--- src/rtl/ror_sched_ctrl_if.sv ---
// ror_sched_ctrl_if: control, datapath and outlier-FIFO signals of the ROR scheduler.
interface ror_sched_ctrl_if #(
    parameter int CORE_NUMBER      = 2,
    parameter int DISTANCE_MODULES = 4,
    parameter int N                = 16,
    parameter int CNT_W            = 8
);
    logic start;
    logic [N-1:0] point_cloud_size;
    logic [CNT_W-1:0] min_neighbours;
    logic [N-1:0] target_pos;
    logic [N-1:0] feed_pos;
    logic feed_req;
    logic hit_valid;
    logic [CORE_NUMBER*DISTANCE_MODULES-1:0] hit;
    logic read_fifo;
    logic [N-1:0] outlier_pos_fifo;
    logic empty;
    logic full;
    logic [N-1:0] outlier_count;
    logic busy;
    logic done;
    modport master(
        output start, point_cloud_size, min_neighbours, hit_valid, hit, read_fifo,
        input target_pos, feed_pos, feed_req, outlier_pos_fifo, empty, full, outlier_count, busy, done
    );
    modport slave(
        input start, point_cloud_size, min_neighbours, hit_valid, hit, read_fifo,
        output target_pos, feed_pos, feed_req, outlier_pos_fifo, empty, full, outlier_count, busy, done
    );
endinterface

--- src/rtl/ror_sched_ctrl.sv ---
// ror_sched_ctrl: radius-outlier-removal scheduler; sweeps target groups against neighbour chunks
// and queues targets with too few in-radius neighbours into a show-ahead outlier FIFO.
module ror_sched_ctrl #(
    parameter int CORE_NUMBER      = 2,
    parameter int DISTANCE_MODULES = 4,
    parameter int N                = 16,
    parameter int CNT_W            = 8,
    parameter int FIFO_DEPTH       = 32
) (
    input logic clock,
    input logic reset,
    ror_sched_ctrl_if.slave bus
);
    localparam int C = CORE_NUMBER;
    localparam int M = DISTANCE_MODULES;
    localparam int AW = $clog2(FIFO_DEPTH);
    localparam int CI = C > 1 ? $clog2(C) : 1;
    localparam int PW = $clog2(M + 1);
    localparam int SW = CNT_W + PW;

    typedef enum logic [2:0] {IDLE, ISSUE, WAIT, PUSH, DONE} state_t;
    state_t state, state_n;

    logic [N-1:0] size, target_pos, feed_pos, outlier_count;
    logic [CNT_W-1:0] thr;
    logic [CNT_W-1:0] cnt [C];
    logic [CNT_W-1:0] cnt_n [C];
    logic [C-1:0] sat;
    logic [CI-1:0] ci;
    logic launch, resp, leave, group_end, need, last, advance, push, pop;
    logic [N-1:0] mem [FIFO_DEPTH];
    logic [AW-1:0] wr_ptr, rd_ptr;
    logic [AW:0] occ, occ_n;
    logic empty, full;

    // Per-core masked popcount; out-of-range cores count as satisfied so they never block early exit.
    for (genvar c = 0; c < C; c++) begin : g_core
        logic [N:0] t;
        logic [PW-1:0] pc;
        logic [SW-1:0] sum;
        assign t = {1'b0, target_pos} + (N+1)'(c);
        always_comb begin
            pc = '0;
            for (int m = 0; m < M; m++)
                pc = pc + PW'(bus.hit[c*M+m] && t != {1'b0, feed_pos} + (N+1)'(m)
                              && {1'b0, feed_pos} + (N+1)'(m) < {1'b0, size});
        end
        assign sum = SW'(cnt[c]) + SW'(pc);
        assign cnt_n[c] = sum >= SW'(thr) ? thr : sum[CNT_W-1:0];
        assign sat[c] = t >= {1'b0, size} || cnt_n[c] >= thr;
    end

    assign launch = bus.start && (state == IDLE || state == DONE);
    assign resp = state == WAIT && bus.hit_valid;
    assign leave = &sat || {1'b0, feed_pos} + (N+1)'(M) >= {1'b0, size};
    assign group_end = {1'b0, target_pos} + (N+1)'(C) >= {1'b0, size};
    assign need = cnt[ci] < thr;
    assign last = ci == CI'(C - 1) || {1'b0, target_pos} + (N+1)'(ci) + (N+1)'(1) >= {1'b0, size};
    assign advance = state == PUSH && !(need && full);
    assign push = state == PUSH && need && !full;
    assign pop = bus.read_fifo && !empty;
    assign occ_n = occ + (AW+1)'(push) - (AW+1)'(pop);

    always_comb begin
        state_n = state;
        case (state)
            IDLE, DONE: if (bus.start) state_n = bus.point_cloud_size == '0 ? DONE : ISSUE;
            ISSUE:      state_n = WAIT;
            WAIT:       if (bus.hit_valid) state_n = leave ? PUSH : ISSUE;
            PUSH:       if (advance && last) state_n = group_end ? DONE : ISSUE;
            default:    state_n = IDLE;
        endcase
    end

    always_ff @(posedge clock)
        state <= reset ? IDLE : state_n;

    always_ff @(posedge clock) begin
        if (reset) begin
            size <= '0;
            thr <= '0;
            target_pos <= '0;
            feed_pos <= '0;
            outlier_count <= '0;
            ci <= '0;
            cnt <= '{default: '0};
        end else if (launch) begin
            size <= bus.point_cloud_size;
            thr <= bus.min_neighbours;
            target_pos <= '0;
            feed_pos <= '0;
            outlier_count <= '0;
            ci <= '0;
            cnt <= '{default: '0};
        end else if (resp) begin
            cnt <= cnt_n;
            ci <= '0;
            if (!leave) feed_pos <= feed_pos + N'(M);
        end else if (advance) begin
            if (push) outlier_count <= outlier_count + N'(1);
            if (last) begin
                target_pos <= target_pos + N'(C);
                feed_pos <= '0;
                ci <= '0;
                cnt <= '{default: '0};
            end else ci <= ci + CI'(1);
        end
    end

    always_ff @(posedge clock) begin
        if (reset) begin
            wr_ptr <= '0;
            rd_ptr <= '0;
            occ <= '0;
            empty <= 1'b1;
            full <= 1'b0;
        end else begin
            wr_ptr <= wr_ptr + AW'(push);
            rd_ptr <= rd_ptr + AW'(pop);
            occ <= occ_n;
            empty <= occ_n == '0;
            full <= occ_n == (AW+1)'(FIFO_DEPTH);
        end
    end

    always_ff @(posedge clock)
        if (push) mem[wr_ptr] <= target_pos + N'(ci);

    assign bus.target_pos = target_pos;
    assign bus.feed_pos = feed_pos;
    assign bus.feed_req = state == ISSUE;
    assign bus.outlier_pos_fifo = mem[rd_ptr];
    assign bus.empty = empty;
    assign bus.full = full;
    assign bus.outlier_count = outlier_count;
    assign bus.busy = state == ISSUE || state == WAIT || state == PUSH;
    assign bus.done = state == DONE;
endmodule

--- src/flat_wrapper.sv ---
// flat-port wrapper written by rule: the top's interface ports become plain ports
module ror_sched_ctrl_flat 
#(
    parameter int CORE_NUMBER      = 2,
    parameter int DISTANCE_MODULES = 4,
    parameter int N                = 16,
    parameter int CNT_W            = 8,
    parameter int FIFO_DEPTH       = 32
)
  (clock, reset, bus_start, bus_point_cloud_size, bus_min_neighbours, bus_hit_valid, bus_hit, bus_read_fifo, bus_target_pos, bus_feed_pos, bus_feed_req, bus_outlier_pos_fifo, bus_empty, bus_full, bus_outlier_count, bus_busy, bus_done);
  ror_sched_ctrl_if #(.CORE_NUMBER(CORE_NUMBER), .DISTANCE_MODULES(DISTANCE_MODULES), .N(N), .CNT_W(CNT_W)) bus_i ();
  input logic clock;
  input logic reset;
  input wire logic [$bits(bus_i.start)-1:0] bus_start;
  input wire logic [$bits(bus_i.point_cloud_size)-1:0] bus_point_cloud_size;
  input wire logic [$bits(bus_i.min_neighbours)-1:0] bus_min_neighbours;
  input wire logic [$bits(bus_i.hit_valid)-1:0] bus_hit_valid;
  input wire logic [$bits(bus_i.hit)-1:0] bus_hit;
  input wire logic [$bits(bus_i.read_fifo)-1:0] bus_read_fifo;
  output wire logic [$bits(bus_i.target_pos)-1:0] bus_target_pos;
  output wire logic [$bits(bus_i.feed_pos)-1:0] bus_feed_pos;
  output wire logic [$bits(bus_i.feed_req)-1:0] bus_feed_req;
  output wire logic [$bits(bus_i.outlier_pos_fifo)-1:0] bus_outlier_pos_fifo;
  output wire logic [$bits(bus_i.empty)-1:0] bus_empty;
  output wire logic [$bits(bus_i.full)-1:0] bus_full;
  output wire logic [$bits(bus_i.outlier_count)-1:0] bus_outlier_count;
  output wire logic [$bits(bus_i.busy)-1:0] bus_busy;
  output wire logic [$bits(bus_i.done)-1:0] bus_done;
  assign bus_i.start = bus_start;
  assign bus_i.point_cloud_size = bus_point_cloud_size;
  assign bus_i.min_neighbours = bus_min_neighbours;
  assign bus_i.hit_valid = bus_hit_valid;
  assign bus_i.hit = bus_hit;
  assign bus_i.read_fifo = bus_read_fifo;
  assign bus_target_pos = bus_i.target_pos;
  assign bus_feed_pos = bus_i.feed_pos;
  assign bus_feed_req = bus_i.feed_req;
  assign bus_outlier_pos_fifo = bus_i.outlier_pos_fifo;
  assign bus_empty = bus_i.empty;
  assign bus_full = bus_i.full;
  assign bus_outlier_count = bus_i.outlier_count;
  assign bus_busy = bus_i.busy;
  assign bus_done = bus_i.done;
  ror_sched_ctrl #(.CORE_NUMBER(CORE_NUMBER), .DISTANCE_MODULES(DISTANCE_MODULES), .N(N), .CNT_W(CNT_W), .FIFO_DEPTH(FIFO_DEPTH)) u_core (.clock(clock), .reset(reset), .bus(bus_i));
endmodule
--- config.mk ---
export PLATFORM = sky130hd
export DESIGN_NAME = ror_sched_ctrl_flat
export DESIGN_NICKNAME = d
export VERILOG_FILES = /design/src/rtl/ror_sched_ctrl_if.sv /design/src/rtl/ror_sched_ctrl.sv /design/src/flat_wrapper.sv
export SDC_FILE = /design/constraint.sdc
export NUM_CORES = 1
export LEC_CHECK = 0
export CORE_AREA = 2 2 290 292
export CTS_CLUSTER_SIZE = 40
export DETAILED_ROUTE_END_ITERATION = 8
export DIE_AREA = 0 0 292 294
export SETUP_SLACK_MARGIN = 0.1
export SYNTH_ARGS = -nofsm -noshare
export SYNTH_HDL_FRONTEND = slang
export SYNTH_SLANG_ARGS = --single-unit
--- constraint.sdc ---
create_clock -name clock -period 7.14 [get_ports clock]
set_input_delay 1.428 -clock clock [delete_from_list [all_inputs] [get_ports clock]]
set_output_delay 1.428 -clock clock [all_outputs]
set_load 0.01 [all_outputs]
==> impl_results.md, run 1 <==
- Core area: 82900 um2
- WL/cell: 22.5 um
- CTS root buf: clkbuf_16
- Critical path peak fanout: 6
- Slew @ Worst Pin: 1.45 ns
- Nets: 2330
- DIE WIDTH: 292 um
- Hold_sp: u_core.size[13]
- # setup viols final: 0
- Crit path time final: 6.90 ns
- Synthesized flop and latch total: 619
- Post-synth top area share: 53.4%
- Final Core Density: 41.3%
- Skew-Pair Late Insertion Delay: 0.63 ns
- GR Overflow Total: 0
- Leakage power total: 0.0121 uW
- Clock buffer depth: 3
- Rel. slew slack: 3.00%
- CP startpoint: u_core.size[2]
- Vias per inst: 5.29
- Setup TNS: 0 ns
- Yosys top cell by area: edfxtp_1
- Initial antenna violation count: 4
- Ant diodes: 0
- Synth cell types: 66
- CTS tree: done
- Total wire length: 73000 um
- EDFF count, synth: 512
- Startpoint Class: flip-flop
- Fmax: 0.145 GHz
- Async SR Flop Fraction: 0%
- CTS clk-pin slew, worst paths: 0.06 ns
- Worst reg2reg path startpoint: u_core.size[2]
- Hold Fails Final Rpt: 0
- Cts hold-fix bufs: 0
- DR WL met3: 4130 um
- Finished Layout Cells: 3253
- Max-cap violations: 0
- Most frequent cells in the layout: edfxtp_1, mux4_2, ha_1, buf_4, nand2_1
- Critical setup path kind: flip-flop to flip-flop
- Cells after Synth: 1920
- Remaining DRCs: 0
- Sequential area share after synthesis: 60.9%
- Total iterations of the first detailed-routing run: 5
- Ports: 106
- Syn Std Cell Area: 28800 um2
- Power Dens Cells: 271 nW/um2
- Initial drt markers: 1544
- Reg-to-reg slack, setup: 0.24 ns
- DRT antenna net count: 0
- Global-route usage over all layers: 16.9%
- WL met1: 32600 um
- Critical Path AT: 7.48 ns
- Max VDD drop: 181 uV
- Placed cells: 3121
- Period utilization: 96.7%
- Fin Clk Skew: 0.0125 ns
- Met2 wire len: 34600 um
- Most used cell, CP: buf_6
- RD Place Congestion: 0.860
- Core Rows: 106
- Fin. max-slew vios: 0
- Vias in the first global route: 17900
- RSZ-0062 raised after global routing: true
- Clk sink count: 619
- Final Instance Area: 34300 um2
- Die Y-Extent: 294 um
- Top post-synthesis cells by area: edfxtp_1, mux4_2, dfxtp_1, ha_1, nand2_1
- Synth warn: 0
- Die footprint: 85800 um2
- H-Tree Depth: 2
- Placed inst area: 31700 um2
- Via Count: 17200
- HP Class: flip-flop to flip-flop
- Slowest stage delay, CP: 0.56 ns
- Number of CTS-inserted buffers: 61
- Avg Synthesized Cell Area: 15.0 um2
- Top sig layer: met4
- Primary FF master, synth: edfxtp_1
- Largest net degree at the start of global routing: 80
- Input/output buffers: 102
- Layout cells sized above 1: 23.7%
- Status: finished clean
- Most common cell after layout, fill and taps aside: edfxtp_1
- First-pass GRT wire length: 109000 um
- Hpwl dp: 46200 um
- Area growth, synth to finish: 19.1%
- Setup crit end kind: flip-flop
- Worst path slowest cell: fa_2
- Initial core utilization: 34.7%
- Worst path required time: 7.71 ns
-- layout make-up --
cell class              count  area, um2
multi-input cells        1131      10900
clock inverters            37        348
well taps                1080       1350
clock buffers              76       1630
fillers                  7434      48600
inverters                  55        206
repair buffers            255       2250
flip-flops and latches    619      17500
-- flip-flops by register name, summed over array words and instances, names as in the netlist, 6 cells and up --
signal,flops
u_core.mem,512
u_core.bus.outlier_count,16
u_core.cnt,16
u_core.size,16
u_core.bus.target_pos,15
u_core.bus.feed_pos,14
u_core.thr,8
u_core.occ,6
-- cell families (layout without fill, tap and decap cells) --
group / after synthesis / count (layout) / synth area share [%]
DFF: 619 / 619 / 60.9
AOI/OAI and AO/OA: 237 / 237 / 5.29
muxes: 186 / 186 / 13.5
adders and majority gates: 170 / 170 / 7.52
other: 1 / 3 / 0.0130
and+or+nand+nor: 429 / 430 / 7.09
buffers and inverters: 173 / 423 / 2.46
xor gates and xnor gates: 105 / 105 / 3.20
-- cell usage after synthesis, types with 42 or more instances --
master / count
a21oi_1: 76
clkbuf_1: 81
dfxtp_1: 107
edfxtp_1: 512
ha_1: 165
inv_1: 51
mux4_2: 160
nand2_1: 134
nand3_1: 42
nor2_1: 121
xnor2_1: 49
xor2_1: 56
-- power breakdown --
part | total (uW) | internal [uW] | switching (uW)
Sequential | 4040 | 3920 | 121
Combinational | 2090 | 1070 | 1010
Clock | 3150 | 1740 | 1410
-- worst paths after layout --
path / endpoint / cells after the start
worst max-delay path: u_core.bus.feed_pos[8] / 39
worst min-delay path: u_core.size[13] / 2
worst max register to register: u_core.bus.feed_pos[8] / 39
worst min register to register: u_core.size[13] / 2
-- metrics by stage --
step	hold slack, ns	total power (uW)	setup slack (ns)
after floorplan	0.436	5350	0.131
after global placement	0.446	5960	-0.508
after detailed placement	0.451	5990	-0.732
after CTS	0.459	9240	0.108
after global routing	0.476	9700	-0.0720
final	0.456	9280	0.237
-- critical path, delay by kind of cell (launching register included) --
kind,cells,cell delay [ns]
adders and majority gates,7,2.06
buffers and inverters,9,1.05
AOI/OAI and AO/OA,15,2.26
and+or+nand+nor,7,0.94
xor gates and xnor gates,1,0.20
DFF,1,0.33
-- what timing repair did --
action,CTS,global route
setup endpoints to repair,15,15
setup buffers,7,10
gates cloned,0,2
pin swaps,32,45
resized for setup,38,55
endpoints found under the hold margin,0,0
-- metal layers --
metal,up-vias,global-route usage [%]
met5,-,0
met4,0,4.50
met3,109,2.47
met2,521,28.0
met1,8800,23.2
li1,7787,-
No activity file was read; power rests on OpenSTA's default activity.
==> run 2: changes to the inputs <==
ABC_CLOCK_PERIOD_IN_PS = 7140   (was not set)
CELL_PAD_IN_SITES_DETAIL_PLACEMENT = 1   (was not set)
CELL_PAD_IN_SITES_GLOBAL_PLACEMENT = 2   (was not set)
PLACE_DENSITY_LB_ADDON = 0.1   (was not set)
==> impl_results.md, run 2 (synthesis gave the netlist of run 1 again) <==
- Remaining DRCs: 0
- Layout cells sized above 1: 26.4%
- Status: finished clean
- Worst path slowest cell: or4_1
- Input/output buffers: 102
- H-Tree Depth: 3
- Max reg flops: 512
- Period utilization: 98.2%
- Startpoint Class: flip-flop
- Initial core utilization: 34.7%
- # setup viols final: 0
- Leakage power total: 0.0124 uW
- Worst reg2reg path startpoint: u_core.bus.feed_pos[2]
- Critical path peak fanout: 7
- Global routing usage on met2: 35.4%
- WL/cell: 25.5 um
- Hold Fails Final Rpt: 0
- Max VDD drop: 145 uV
- Setup TNS: 0 ns
- Ports: 106
- CTS root buf: clkbuf_16
- DRT antenna net count: 0
- Initial drt markers: 1037
- First-pass GRT wire length: 125000 um
- Area taken by multi-input logic gates: 11000 um2
- Power Dens Cells: 283 nW/um2
- Most common cell after layout, fill and taps aside: edfxtp_1
- GR peak layer: met2
- CP startpoint: u_core.bus.feed_pos[2]
- Largest net degree at the start of global routing: 76
- HP Class: flip-flop to flip-flop
- Ant diodes: 0
- Initial antenna violation count: 1
- Critical Path AT: 7.55 ns
- Most flops, register: u_core.mem
- Total iterations of the first detailed-routing run: 4
- Slowest stage delay, CP: 0.40 ns
- Register area: 17600 um2
- Most used cell, CP: ha_4
- Rel. slew slack: 24.6%
- Fmax: 0.143 GHz
- Slew @ Worst Pin: 1.13 ns
- Core area: 82900 um2
- Skew-Pair Late Insertion Delay: 0.61 ns
- CTS tree: done
- Die Y-Extent: 294 um
- Met1 Usage GRT: 25.1%
- Clk sink count: 619
- Fin. max-slew vios: 0
- GR Overflow Total: 0
- Core Rows: 106
- Most frequent cells in the layout: edfxtp_1, buf_4, mux4_2, ha_1, nand2_1
- Vias per inst: 5.20
- RD Place Congestion: 0.782
- Fin Clk Skew: 0.0334 ns
- Hpwl dp: 54900 um
- RSZ-0062 raised after global routing: true
- Setup crit end kind: flip-flop
- Area growth, synth to finish: 21.8%
- Die footprint: 85800 um2
- DIE WIDTH: 292 um
- CTS clk-pin slew, worst paths: 0.05 ns
- Via Count: 17200
- Critical setup path kind: flip-flop to flip-flop
- Vias in the first global route: 19000
- Grt met3 use: 2.71%
- Global-route usage over all layers: 19.9%
- Hold slack: 0.461 ns
- Number of CTS-inserted buffers: 71
- Hold_sp: u_core.thr[6]
- Cts hold-fix bufs: 0
- Fill count: 8272
- Clock buffer depth: 3
- Total wire length: 84300 um
- Tot Pwr: 9930 uW
- Nets: 2380
- Worst path required time: 7.68 ns
- Crit path time final: 7.01 ns
- Max-cap violations: 0
-- run 2: changes by cell type in the layout (fill, tap and decap cells not counted), sizes merged --
cell / before / now
clkinv: 27 / 28
clkbuf: 77 / 93
bufinv: 3 / 7
clkinvlp: 6 / 2
buf: 153 / 193
-- run 2: power breakdown --
part           internal [uW]  total [uW]  switching (uW)
clock network           2140        3630            1500
registers               3920        4010            95.7
logic                   1150        2280            1130
-- run 2: routing by layer --
metal / vias to the layer above / routed length, um
met4: 0 / 2200
met2: 309 / 42900
met5: - / 0
met1: 8905 / 36200
met3: 100 / 3030
li1: 7882 / -
-- run 2: stage by stage --
step	cells	util (%)	cell area, um2	setup slack (ns)
finish	3310	42.3	35000	0.126
global route	3310	42.3	35000	-0.168
CTS	3300	42.0	34800	-0.0348
detailed placement	3157	38.7	32100	-0.737
global placement	3157	38.7	32100	-0.594
floorplan	1922	-	28800	0.131
-- run 2: cell type report --
cell class                 count  area share [%]
sequential                   619            50.1
multi-input combinational   1131            31.5
timing repair buffer         295            7.41
clock buffer                  92            5.38
tap                         1080            3.86
clock inverter                38            1.22
inverter                      55           0.589
-- run 2: path summary, 6_finish.rpt --
check	end	slack, ns	depth (start not counted)
setup / recovery	u_core.bus.feed_pos[11]	0.13	32
hold reg to reg	u_core.thr[6]	0.46	2
setup reg to reg	u_core.bus.feed_pos[11]	0.13	32
hold / removal	u_core.thr[6]	0.46	2
-- run 2: what timing repair did --
item	4_1_cts	5_1_grt
resized for setup	60	46
endpoints found under the setup margin	15	15
setup buffers	11	10
gates cloned	2	0
pin swaps	33	45
hold endpoints to repair	0	0
-- run 2: critical path, delay by kind of cell (launching register included) --
kind                     cells  cell delay, ns
AND/OR/NAND/NOR              5            1.02
buffers and inverters        5            0.78
adder cells (fa/ha/maj)      7            1.97
flip-flops                   1            0.36
XOR/XNOR                     1            0.15
AO/OA/AOI/OAI               14            2.65
